$ cat src/rtl/tl45_register_read.sv
// tl45 register-read stage: 16x32 register file, operand forwarding, load-use bubbles.
// Optional same-cycle writeback bypass is enabled by defining TL45_RR_WB_BYPASS_EN.
module tl45_register_read #(
  parameter int unsigned LOAD_BUBBLES = 2,
  parameter logic [4:0]  NOP_OPCODE   = 5'h00
) (
  input  logic        i_clk,
  input  logic        i_reset,
  input  logic        i_pipe_stall,
  output logic        o_pipe_stall,
  input  logic        i_pipe_flush,
  output logic        o_pipe_flush,
  input  logic        i_valid,
  input  logic [4:0]  i_opcode,
  input  logic [3:0]  i_dr,
  input  logic [3:0]  i_sr1,
  input  logic [3:0]  i_sr2,
  input  logic [31:0] i_pc,
  input  logic        i_fwd_valid,
  input  logic        i_fwd_is_load,
  input  logic [3:0]  i_fwd_dr,
  input  logic [31:0] i_fwd_val,
  input  logic        i_wb_en,
  input  logic [3:0]  i_wb_dr,
  input  logic [31:0] i_wb_val,
  output logic        o_valid,
  output logic [4:0]  o_opcode,
  output logic [3:0]  o_dr,
  output logic [3:0]  o_sr1,
  output logic [3:0]  o_sr2,
  output logic [31:0] o_sr1_val,
  output logic [31:0] o_sr2_val,
  output logic [31:0] o_pc
);

  typedef enum logic [0:0] {StRun, StBubble} state_e;

  // Bubbles still owed after the one issued on the hazard edge.
  localparam logic [1:0] BubbleInit = 2'(LOAD_BUBBLES - 1);

  state_e      state_q, state_d;
  logic [1:0]  cnt_q, cnt_d;
  logic [31:0] rf_q [16];

  logic        valid_q;
  logic [4:0]  opcode_q;
  logic [3:0]  dr_q, sr1_q, sr2_q;
  logic [31:0] sr1_val_q, sr2_val_q, pc_q;

  logic        haz;
  logic        load_bubble, load_instr;
  logic [3:0]  src [2];
  logic [31:0] src_val [2];

  assign src[0] = i_sr1;
  assign src[1] = i_sr2;

  // Lowest priority first; later matches overwrite earlier ones.
  always_comb begin
    for (int k = 0; k < 2; k++) begin
      src_val[k] = rf_q[src[k]];
`ifdef TL45_RR_WB_BYPASS_EN
      if (i_wb_en && i_wb_dr == src[k]) src_val[k] = i_wb_val;
`endif
      if (i_fwd_valid && !i_fwd_is_load && i_fwd_dr == src[k]) src_val[k] = i_fwd_val;
      if (src[k] == 4'd0) src_val[k] = '0;
    end
  end

  assign haz = i_valid && i_fwd_valid && i_fwd_is_load && i_fwd_dr != 4'd0 &&
               (i_fwd_dr == i_sr1 || i_fwd_dr == i_sr2);

  assign o_pipe_stall = i_pipe_stall | haz | (state_q == StBubble);
  assign o_pipe_flush = i_pipe_flush;

  always_comb begin
    state_d     = state_q;
    cnt_d       = cnt_q;
    load_bubble = 1'b0;
    load_instr  = 1'b0;
    if (i_pipe_flush) begin
      load_bubble = 1'b1;
      state_d     = StRun;
      cnt_d       = 2'd0;
    end else if (!i_pipe_stall) begin
      unique case (state_q)
        StRun: begin
          if (haz) begin
            load_bubble = 1'b1;
            if (BubbleInit != 2'd0) begin
              state_d = StBubble;
              cnt_d   = BubbleInit;
            end
          end else if (i_valid) begin
            load_instr = 1'b1;
          end else begin
            load_bubble = 1'b1;
          end
        end
        StBubble: begin
          load_bubble = 1'b1;
          if (cnt_q <= 2'd1) begin
            state_d = StRun;
            cnt_d   = 2'd0;
          end else begin
            cnt_d = cnt_q - 2'd1;
          end
        end
        default: begin
          state_d = StRun;
          cnt_d   = 2'd0;
        end
      endcase
    end
  end

  always_ff @(posedge i_clk or negedge i_reset) begin
    if (!i_reset) begin
      state_q <= StRun;
      cnt_q   <= 2'd0;
    end else begin
      state_q <= state_d;
      cnt_q   <= cnt_d;
    end
  end

  // Writeback lands regardless of stall or flush.
  always_ff @(posedge i_clk or negedge i_reset) begin
    if (!i_reset) begin
      for (int r = 0; r < 16; r++) rf_q[r] <= '0;
    end else if (i_wb_en && i_wb_dr != 4'd0) begin
      rf_q[i_wb_dr] <= i_wb_val;
    end
  end

  always_ff @(posedge i_clk or negedge i_reset) begin
    if (!i_reset) begin
      valid_q   <= 1'b0;
      opcode_q  <= NOP_OPCODE;
      dr_q      <= '0;
      sr1_q     <= '0;
      sr2_q     <= '0;
      sr1_val_q <= '0;
      sr2_val_q <= '0;
      pc_q      <= '0;
    end else if (load_bubble) begin
      valid_q   <= 1'b0;
      opcode_q  <= NOP_OPCODE;
      dr_q      <= '0;
      sr1_q     <= '0;
      sr2_q     <= '0;
      sr1_val_q <= '0;
      sr2_val_q <= '0;
      pc_q      <= '0;
    end else if (load_instr) begin
      valid_q   <= 1'b1;
      opcode_q  <= i_opcode;
      dr_q      <= i_dr;
      sr1_q     <= i_sr1;
      sr2_q     <= i_sr2;
      sr1_val_q <= src_val[0];
      sr2_val_q <= src_val[1];
      pc_q      <= i_pc;
    end
  end

  assign o_valid   = valid_q;
  assign o_opcode  = opcode_q;
  assign o_dr      = dr_q;
  assign o_sr1     = sr1_q;
  assign o_sr2     = sr2_q;
  assign o_sr1_val = sr1_val_q;
  assign o_sr2_val = sr2_val_q;
  assign o_pc      = pc_q;

endmodule

$ cat config.mk
export PLATFORM = sky130hd
export DESIGN_NAME = tl45_register_read
export DESIGN_NICKNAME = d
export VERILOG_FILES = /design/src/rtl/tl45_register_read.sv
export SDC_FILE = /design/constraint.sdc
export NUM_CORES = 1
export LEC_CHECK = 0
export CAP_MARGIN = 20
export CORE_UTILIZATION = 40
export CTS_BUF_LIST = sky130_fd_sc_hd__clkbuf_4
export CTS_CLUSTER_SIZE = 16
export DETAILED_ROUTE_END_ITERATION = 7
export PLACE_DENSITY = 0.58
export RECOVER_POWER = 50
export SYNTH_ARGS = -nofsm -noshare
export SYNTH_HDL_FRONTEND = slang
export SYNTH_SLANG_ARGS = --single-unit
$ cat constraint.sdc
create_clock -name i_clk -period 2.1 [get_ports i_clk]
set_input_delay 0.42 -clock i_clk [delete_from_list [all_inputs] [get_ports i_clk]]
set_output_delay 0.42 -clock i_clk [all_outputs]
set_load 0.01 [all_outputs]
**Word-level counts from Yosys, hierarchy flattened**

Cells that the tools add are included.

- Logic and storage cells: 108
- Register bits: 629
- Bits in writable memories: 0
- Input port bits: 129
- Latch bits: 0
- Memories: 0
- Output and inout bits: 116
- ROM bits: 0

- Equal/unequal tests: 4
- Add/subtract/negate cells: 1
- Divide/modulo/power cells: 0
- Multiply operators: 0
- Muxes and demuxes: 49
- Magnitude comparators: 5
- Shift-type cells: 0
- Reductions and logical operators: 17
- Bitwise operators: 6

Operators with widths:

| kind | number |
|---|---|
| bitwise mux 512 bit | 1 |
| 2-to-1 mux 32 bit | 15 |
| binary-select mux 32 bit (select 4 bit) | 2 |
| demux 32 bit (select 4 bit) | 1 |
| 2-to-1 mux 4 bit | 6 |
| greater-or-equal comparator 5 bit, second input constant | 3 |
| 2-to-1 mux 1 bit | 15 |
| inverter 4 -> 5 bit | 3 |
| 2-to-1 mux 5 bit | 2 |
| logical AND 1 bit | 9 |
| == test 4 bit | 2 |
| logical NOT 4 bit | 2 |
| 2-to-1 mux 2 bit | 4 |
| nonzero test 4 bit | 2 |
| < comparator 5 x 1 -> 1 bit, second input constant | 1 |
| case mux 1 bit (2 select lines) | 2 |
| case mux 2 bit (2 select lines) | 1 |
| inequality test 3 bit, second input constant | 1 |
| less-or-equal comparator 2 x 1 -> 1 bit, second input constant | 1 |
| inequality test 2 x 1 -> 1 bit, second input constant | 1 |
| OR 1 bit | 2 |
| AND reduction 2 bit | 1 |
| nonzero test 2 bit | 1 |
| subtractor 2 x 1 -> 2 bit, second input constant | 1 |
| other kinds (3) | 3 |

**Depth between registers and ports, before layout**

Gate-level depths: netlist (run 1).

- Depth in word-level cells: 10
- Depth in mapped cells: 9
- Mapped depth without buffers: 5

**Least setup slack after synthesis (run 1)**

OpenSTA, ideal clock, no wires.

- Path type: input port to flip-flop
- From: in i_sr1[1]
- To: reg sr1_val_q[10], in the netlist o_sr1_val[10]
- Arrival: 1994 ps
- Data required time: 1958 ps
- Buffers on the path: 3
- Stages: 7
- Setup slack: -37 ps
- Setup time: 142 ps
- Cells stage by stage: buf_2 buf_2 buf_1 mux4_2 mux4_2 clkinv_1 o221ai_1

- Cells in the longest elaborated chain, start to end: 8
- Elaborated cells on any way between the ends: 22
- Those cells by class: 1 x eq/ne; 15 x mux; 1 x bitwise; 5 x reduce/logical

RTL lines:

| what | RTL line | text |
|---|---|---|
| start, declared | 16 | `input logic [3:0] i_sr1,` |
| inverter 4 -> 5 bit (implied by the code) or == test 4 bit (tied branches) | 61, 65, 71 |  |
| binary-select mux 32 bit (select 4 bit) or logical OR 1 bit (tied branches) | 61, 71 |  |
| 2-to-1 mux 32 bit (implied by the code) or logical AND 1 bit (tied branches) | 61, 70 |  |
| 2-to-1 mux 32 bit (implied by the code) or 2-to-1 mux 1 bit (tied branches) | 61, 88 |  |
| 2-to-1 mux 32 bit (tied with other cells) | 65 | `if (i_fwd_valid && !i_fwd_is_load && i_fwd_dr == src[k]) src_val[k] = i_fwd_val;` |
| 2-to-1 mux 32 bit or 2-to-1 mux 1 bit (tied branches) | 66, 85 |  |
| 2-to-1 mux 32 bit or 2-to-1 mux 1 bit (tied branches) | 155, 81 |  |
| 2-to-1 mux 32 bit or nonzero test 2 bit (tied branches) | n/a |  |
| end signal, assigned | 161 | `sr1_val_q <= src_val[0];` |
| end, declared | 48 | `logic [31:0] sr1_val_q, sr2_val_q, pc_q;` |

Parallel ways exist; a longest one is shown, timed or not. The select of a mux whose other input is x is not followed.
A chain may end at the register's enable or synchronous reset.

**Worst setup path after layout (run 1)**

- From: in i_fwd_dr[0]
- To: out o_pipe_stall

- Cells in the longest elaborated chain, start to end: 5
- Elaborated cells on any way between the ends: 8
- Those cells by class: 2 x eq/ne; 2 x bitwise; 4 x reduce/logical

RTL lines:

| what | RTL line | text |
|---|---|---|
| start, declared | 21 | `input logic [3:0] i_fwd_dr,` |
| == test 4 bit or nonzero test 4 bit (tied branches) | 71, 70 |  |
| logical OR 1 bit or logical AND 1 bit (tied branches) | 71, 70 |  |
| logical AND 1 bit * | 70 | `assign haz = i_valid && i_fwd_valid && i_fwd_is_load && i_fwd_dr != 4'd0 &&` |
| OR 1 bit * (2 in series) | 73 | `assign o_pipe_stall = i_pipe_stall \| haz \| (state_q == StBubble);` |
| end, declared | 10 | `output logic o_pipe_stall,` |

Mark *: on every way between the ends. The rest lies on a longest branch, timed or not.

==> summary.txt, run 1 <==
Status
  • Status: complete, but fails checks
  • Failing checks: negative setup slack

Logic synthesis
  • Synth top area share: between 40% and 50%
  • Seq/Total Area, Yosys: 49.7%
  • Yosys top cell by area: dfrtp_1
  • Async S/R FF share, synth: 100%
  • Syn nets: around 2200
  • Synthesized area: 31700 um^2
  • Synth top area cells: dfrtp_1, mux4_2, mux2_2
  • Synth cell types: 37
  • Synth Flop Type: dfrtp_1
  • Yosys reg bits: 629
  • Ys Warns: 0
  • Cell count after synthesis: approximately 2100
  • Synth Area per Inst: 15.1 um^2
  • Post-synth EDFFs: 0

Timing
  • Layout Skew: 0.0741 ns
  • Setup ws final: -0.247 ns
  • Final hold vios: 0
  • Post-route setup TNS: -3.16 ns
  • Max transition margin: 6.29%
  • Final Cycle Share: 112%
  • Hold WS: 0.128 ns
  • RSZ-0062 raised after global routing: yes
  • Slew at the pin with the worst max-slew slack: around 1.4 ns
  • Crit path time final: 2.35 ns
  • Max-slew violation count: 0
  • Max Clk Rate: approximately 430 MHz
  • Final setup fails: 83

Route
  • Vias per cell: 5.67
  • Total Wirelength: ~96000 um
  • Via count: between 20000 and 25000
  • Detailed-router iteration count before antenna repair: 7
  • Routed WL per cell: 25.6 um
  • DRC Markers: 0
  • 1st-iter DRT viols: 1401
  • ANT nets after route: 0

Floorplanning
  • Core area: approximately 78000 um^2
  • Site Rows: 102
  • Die W: 283 um
  • Die Height: approximately 280 um
  • Die area: around 80000 um^2
  • Ports: between 200 and 250
  • Starting Density: 40.7%

Job
  • MaxCap Viol Count: 0

Clock network
  • Htree depth: 4
  • Root Driver: clkbuf_4
  • Clock tree from TritonCTS: built
  • TritonCTS buffer count: 173
  • Clk Latency, worst-skew pair: ~1.0 ns
  • Max clock buf depth: 3
  • Clock transition at path regs: 0.06 ns
  • Clock Sinks: 629

Power
  • Max VDD drop: 384 uV
  • Static Leak: 17.2 nW
  • PwrDens: slightly above 900 nW/um^2

Setup path
  • Data arrival, critical path: 1.93 ns
  • Critical path type: in2out
  • Crit-path cells: clkdlybuf4s50_1 -> xor2_1 -> nor4_2 -> o21ai_1 -> nand2_4 -> buf_6
  • CP Launch Type: primary input
  • Critical Path Max Stage Delay: 0.50 ns
  • CP Capture Type: primary output
  • Cell family with most CP delay: buffers and inverters
  • Required @ worst endpoint: approximately 1.7 ns
  • Worst path bufs/invs: 2
  • Worst path slowest cell: clkdlybuf4s50_1
  • Critical path fanouts, max: 3

Final layout
  • FILL cells: 6694
  • Design Area, Final: 39400 um^2
  • Register area: about 16000 um^2
  • Share of layout cells above drive strength 1: approximately 49%
  • Area of the multi-input gates: 14700 um^2
  • Fin nets: 2693
  • Finished Core Util: around half
  • Area Growth Syn to Fin: 24.4%

Global routing
  • Pin count of the biggest net entering global routing: 73
  • First-pass GRT wire length: 146000 um
  • Antenna violations before repair: 6
  • Vias in the first global route: 22800
  • Total track usage: 24.3%
  • Grt ovf: 0

Place
  • Dpl hpwl: a little over 60000 um
  • Post-DP Area: 36600 um^2
  • IO buf count: approximately 240
  • RD Place Congestion: 0.893

Hold path
  • Hold Crit Class: in2reg
-- final cells by class --
| type | instances | share of cell area (%) |
|---|---|---|
| Tap cell | 1040 | 3.30 |
| Antenna cell | 2 | 0.0127 |
| Sequential cell | 629 | 40.0 |
| Clock buffer | 261 | 4.97 |
| Inverter | 66 | 0.629 |
| Multi-Input combinational cell | 1168 | 37.3 |
| Clock inverter | 46 | 1.10 |
| Timing Repair Buffer | 526 | 12.7 |
-- final timing paths --
check | start | endpoint | slack, ns | depth (start not counted)
setup / recovery | i_fwd_dr[0] | o_pipe_stall | -0.25 | 6
max in group asynchronous | i_reset | rf_q[265] | -0.06 | 4
min in group asynchronous | i_reset | rf_q[381] | 1.43 | 4
hold / removal | i_pc[2] | o_pc[2] | 0.13 | 2
setup reg to reg | rf_q[225] | o_sr2_val[1] | 0.14 | 4
hold reg to reg | rf_q[504] | rf_q[504] | 0.39 | 0
-- cells in the final DEF (no fill, tap or decap), types with 31 or more instances in the layout --
| master | synthesis | layout |
|---|---|---|
| o31ai_1 | 32 | 32 |
| a22o_1 | 49 | 49 |
| clkinv_1 | 31 | 58 |
| buf_12 | 0 | 56 |
| o221ai_1 | 31 | 31 |
| dfrtp_1 | 629 | 626 |
| clkdlybuf4s50_1 | 0 | 117 |
| clkbuf_4 | 0 | 265 |
| inv_1 | 34 | 34 |
| mux4_2 | 288 | 288 |
| mux2i_1 | 33 | 33 |
| mux2_2 | 405 | 405 |
| a211oi_1 | 32 | 32 |
| buf_4 | 3 | 119 |
| dlygate4sd3_1 | 0 | 78 |
| buf_2 | 46 | 95 |
| buf_6 | 15 | 31 |
| mux2_1 | 107 | 107 |
| nor2_1 | 78 | 71 |
| nand2_1 | 70 | 67 |
-- stage by stage --
step,power (mW),cells,setup WS [ns]
finish,35.7,3738,-0.247
global route,37.6,3738,-0.342
CTS,36.1,3732,-0.330
detailed placement,23.8,3313,-0.834
global placement,23.4,3313,-0.755
floorplan,21.0,2094,0.00648
-- where the power goes --
| part | internal, mW | switching (mW) |
|---|---|---|
| sequential | 14.4 | 1.65 |
| clock | 6.76 | 5.30 |
| combinational | 4.75 | 2.80 |
| total | 25.9 | 9.76 |
-- layer usage --
metal,vias up,track usage [%],part of all wire (%)
li1,9007,-,-
met1,11300,33.0,43
met2,762,38.2,48
met3,163,5.85,6.2
met4,8,8.46,2.3
met5,-,0,0.057
-- cell usage after synthesis, types with 4 or more instances --
cell and count:
dfrtp_1 629, mux2_2 405, mux4_2 288, clkbuf_1 143, mux2_1 107, nor2_1 78, nand2_1 70, a22o_1 49
buf_2 46, inv_1 34, mux2i_1 33, a211oi_1 32, o31ai_1 32, clkinv_1 31, o221ai_1 31, buf_1 24
buf_6 15, xor2_1 8, nand2b_1 5, nand3b_1 4
-- state kept, by name (all words and copies together), names as in the netlist --
signal / cells
rf_q: 512
o_pc: 32
o_sr1_val: 32
o_sr2_val: 32
o_opcode: 5
o_dr: 4
o_sr1: 4
o_sr2: 4
cnt_q: 2
o_valid: 1
state_q: 1
-- what timing repair did --
item,in CTS,in global routing
pin swaps,4,0
hold endpoints to repair,726,3
hold buffers,76,1
gates resized for setup,488,9
setup buffers,36,2
endpoints found under the setup margin,122,17
-- cell families after synthesis --
logic type	share of synthesized area (%)
DFF	49.7
muxes	39.7
xor gates and xnor gates	0.221
AOI/OAI and AO/OA	3.91
and+or+nand+nor	2.34
buffers and inverters	4.09
-- worst register-to-register path, stage by stage (launching register included) --
cell and delay, ns:
dfrtp_1 0.40, mux4_2 0.45, mux2_2 0.27, a211oi_1 0.53, o31ai_1 0.14
Power figures use the tool's default switching activity.
==> run 2: changes to the inputs <==
--- a/config.mk
+++ b/config.mk
@@ -10,7 +10,8 @@
 export CTS_BUF_LIST = sky130_fd_sc_hd__clkbuf_4
 export CTS_CLUSTER_SIZE = 16
 export DETAILED_ROUTE_END_ITERATION = 7
-export PLACE_DENSITY = 0.58
+export DONT_BUFFER_PORTS = 1
+export PLACE_DENSITY = 0.54
 export RECOVER_POWER = 50
 export SYNTH_ARGS = -nofsm -noshare
 export SYNTH_HDL_FRONTEND = slang
==> run 2 against run 1 <==
  * The flow finishes with violations (negative hold slack, max-slew violations)
  * Flip-flop and latch count unchanged
  * Hold slack worse by 0.98 ns
  * Fmax increased by 13%
  * Clock skew fell by 0.029 ns
  * Worst setup slack improved by 0.27 ns
  * Highest routed layer unchanged
==> summary.txt, run 2 (same netlist as run 1, synthesis figures left out) <==
Place
  • Cell count after placement: 2938
  • IO buf count: 0
  • RD Place Congestion: 0.776
  • Dpl hpwl: 46300 um

Timing
  • Crit path time final: 2.07 ns
  • Hold WS: -0.856 ns
  • Max-slew violation count: 314
  • Slew at the pin with the worst max-slew slack: 1.99 ns
  • Final hold vios: 629
  • Max transition margin: -33.0%
  • Final setup fails: 0
  • RSZ-0062 raised after global routing: yes
  • Post-route setup TNS: 0 ns
  • Max Clk Rate: 482 MHz
  • Layout Skew: 0.0453 ns
  • Final Cycle Share: 98.7%

Floorplanning
  • Die W: about 280 um
  • Ports: 245
  • Die Height: roughly 280 um
  • Core area: 77800 um^2
  • Die area: 80300 um^2
  • Starting Density: 40.7%
  • Site Rows: 102

Hold path
  • Hold Crit Class: in2async

Global routing
  • Pin count of the biggest net entering global routing: 630
  • First-pass GRT wire length: 144000 um
  • Antenna violations before repair: 16
  • Vias in the first global route: about 22000
  • Total track usage: around 24%
  • Grt ovf: 0

Setup path
  • RR Endpoint: o_sr1_val[24]
  • Worst Reg-to-Reg Cells: 7
  • R2R setup slack: 0.08 ns
  • Worst path bufs/invs: 0
  • CP Capture Type: primary output
  • Cell family with most CP delay: flip-flops
  • Critical Path Max Stage Delay: around 0.39 ns
  • Critical path fanouts, max: 2
  • Data arrival, critical path: 1.65 ns
  • Required @ worst endpoint: between 1.5 and 2 ns
  • Worst path slowest cell: dfrtp_1
  • CP Launch Type: flop
  • Crit-path cells: nor2_2 -> nand2_2
  • Critical path type: reg2out
  • Critical Path Start: state_q
  • Worst r2r src: state_q

Clock network
  • Clk Latency, worst-skew pair: 1.03 ns
  • Root Driver: clkbuf_4
  • Clock transition at path regs: 0.07 ns
  • Max clock buf depth: 3
  • Clock Sinks: approximately 630
  • Clock tree from TritonCTS: built
  • TritonCTS buffer count: 170
  • Hold Buf Count CTS: 156
  • Htree depth: 4

Final layout
  • Most common cell after layout, fill and taps aside: dfrtp_1
  • Non-Filler Instances: 3411
  • Share of layout cells above drive strength 1: around 44%
  • Max reg flops: just over 500
  • Most frequent cells in the layout: dfrtp_1, mux2_2, mux4_2, clkbuf_4, dlygate4sd3_1
  • Most flops, register: rf_q
  • Fin nets: 2358
  • Area Growth Syn to Fin: 15.0%

Job
  • MaxCap Viol Count: 0

Route
  • DRC Markers: 0
  • Detailed-router iteration count before antenna repair: 7
  • Vias per cell: between 5 and 6
  • Via count: 20100
  • ANT nets after route: 0
  • Total Wirelength: 95600 um
  • 1st-iter DRT viols: 1482
  • Routed WL per cell: 28.0 um

Power
  • PwrDens: around 900 nW/um^2
  • Max VDD drop: 517 uV
  • Static Leak: 15.3 nW

Status
  • Status: complete, but fails checks
  • Failing checks: negative hold slack, max-slew violations
[run 2: cell count changes in the layout (fill, tap and decap cells not counted), sizes merged, moves of 11 or more]
cell / delta
dlygate4sd3: +71
diode: +11
clkbuf: -42
clkdlybuf4s50: -117
buf: -260
clkinv: +12
[run 2: how the worst max path moves through the flow]
stage,slack (ns),to,depth (start not counted)
after floorplan,0.006,o_sr1_val[0],7
after global placement,-0.02,o_dr[2],5
after detailed placement,-0.16,o_pc[11],5
after CTS,-0.07,o_pipe_stall,2
after global routing,-0.06,o_pipe_stall,2
final,0.03,o_pipe_stall,2
[run 2: area by class of cell]
type	instances	area (um^2)
diodes	13	32.5
clock buffers	245	1840
clock inverters	56	263
fillers	6869	41400
inverters	66	248
multi-input cells	1169	14800
flip-flops and latches	629	15700
well taps	1040	1300
repair buffers	193	2250
[run 2: report_power, final]
part           total [mW]  switching, mW  leakage, nW  internal, mW
clock network        10.8           5.28         1.25          5.48
logic                6.33           2.02         6.15          4.31
registers            16.1           1.73         7.94          14.4
[run 2: worst reg2reg max path, delay by kind of cell (launching register included)]
kind | cells | cell delay, ns
buffers and inverters | 2 | 0.39
AND/OR/NAND/NOR | 4 | 0.90
flip-flops | 1 | 0.39
AO/OA/AOI/OAI | 1 | 0.22
[run 2: metal layers]
metal  global-route usage [%]  wire, um  vias up
met5                        0        64        -
met4                     8.45      2610       10
met3                     8.78      8540      182
met2                     36.2     43500      763
met1                     32.8     40900    10800
li1                         -         -     8349
[run 2: stage by stage]
step	utilization, %	area [um^2]	power, mW	setup slack [ns]
after detailed placement	41.9	32600	22.1	-0.164
after floorplan	-	31800	21.0	0.00648
after global placement	41.9	32600	21.7	-0.0183
after CTS	46.8	36400	33.6	-0.0682
final	46.8	36400	33.2	0.0267
after global routing	46.8	36400	35.1	-0.0629
[run 2: timing repair]
| action | CTS | global route |
|---|---|---|
| gates resized for setup | 3 | 0 |
| gates cloned | 1 | 0 |
| setup buffers | 2 | 0 |
| endpoints found under the setup margin | 14 | 1 |
| endpoints found under the hold margin | 1226 | 629 |
| pin swaps | 2 | 0 |
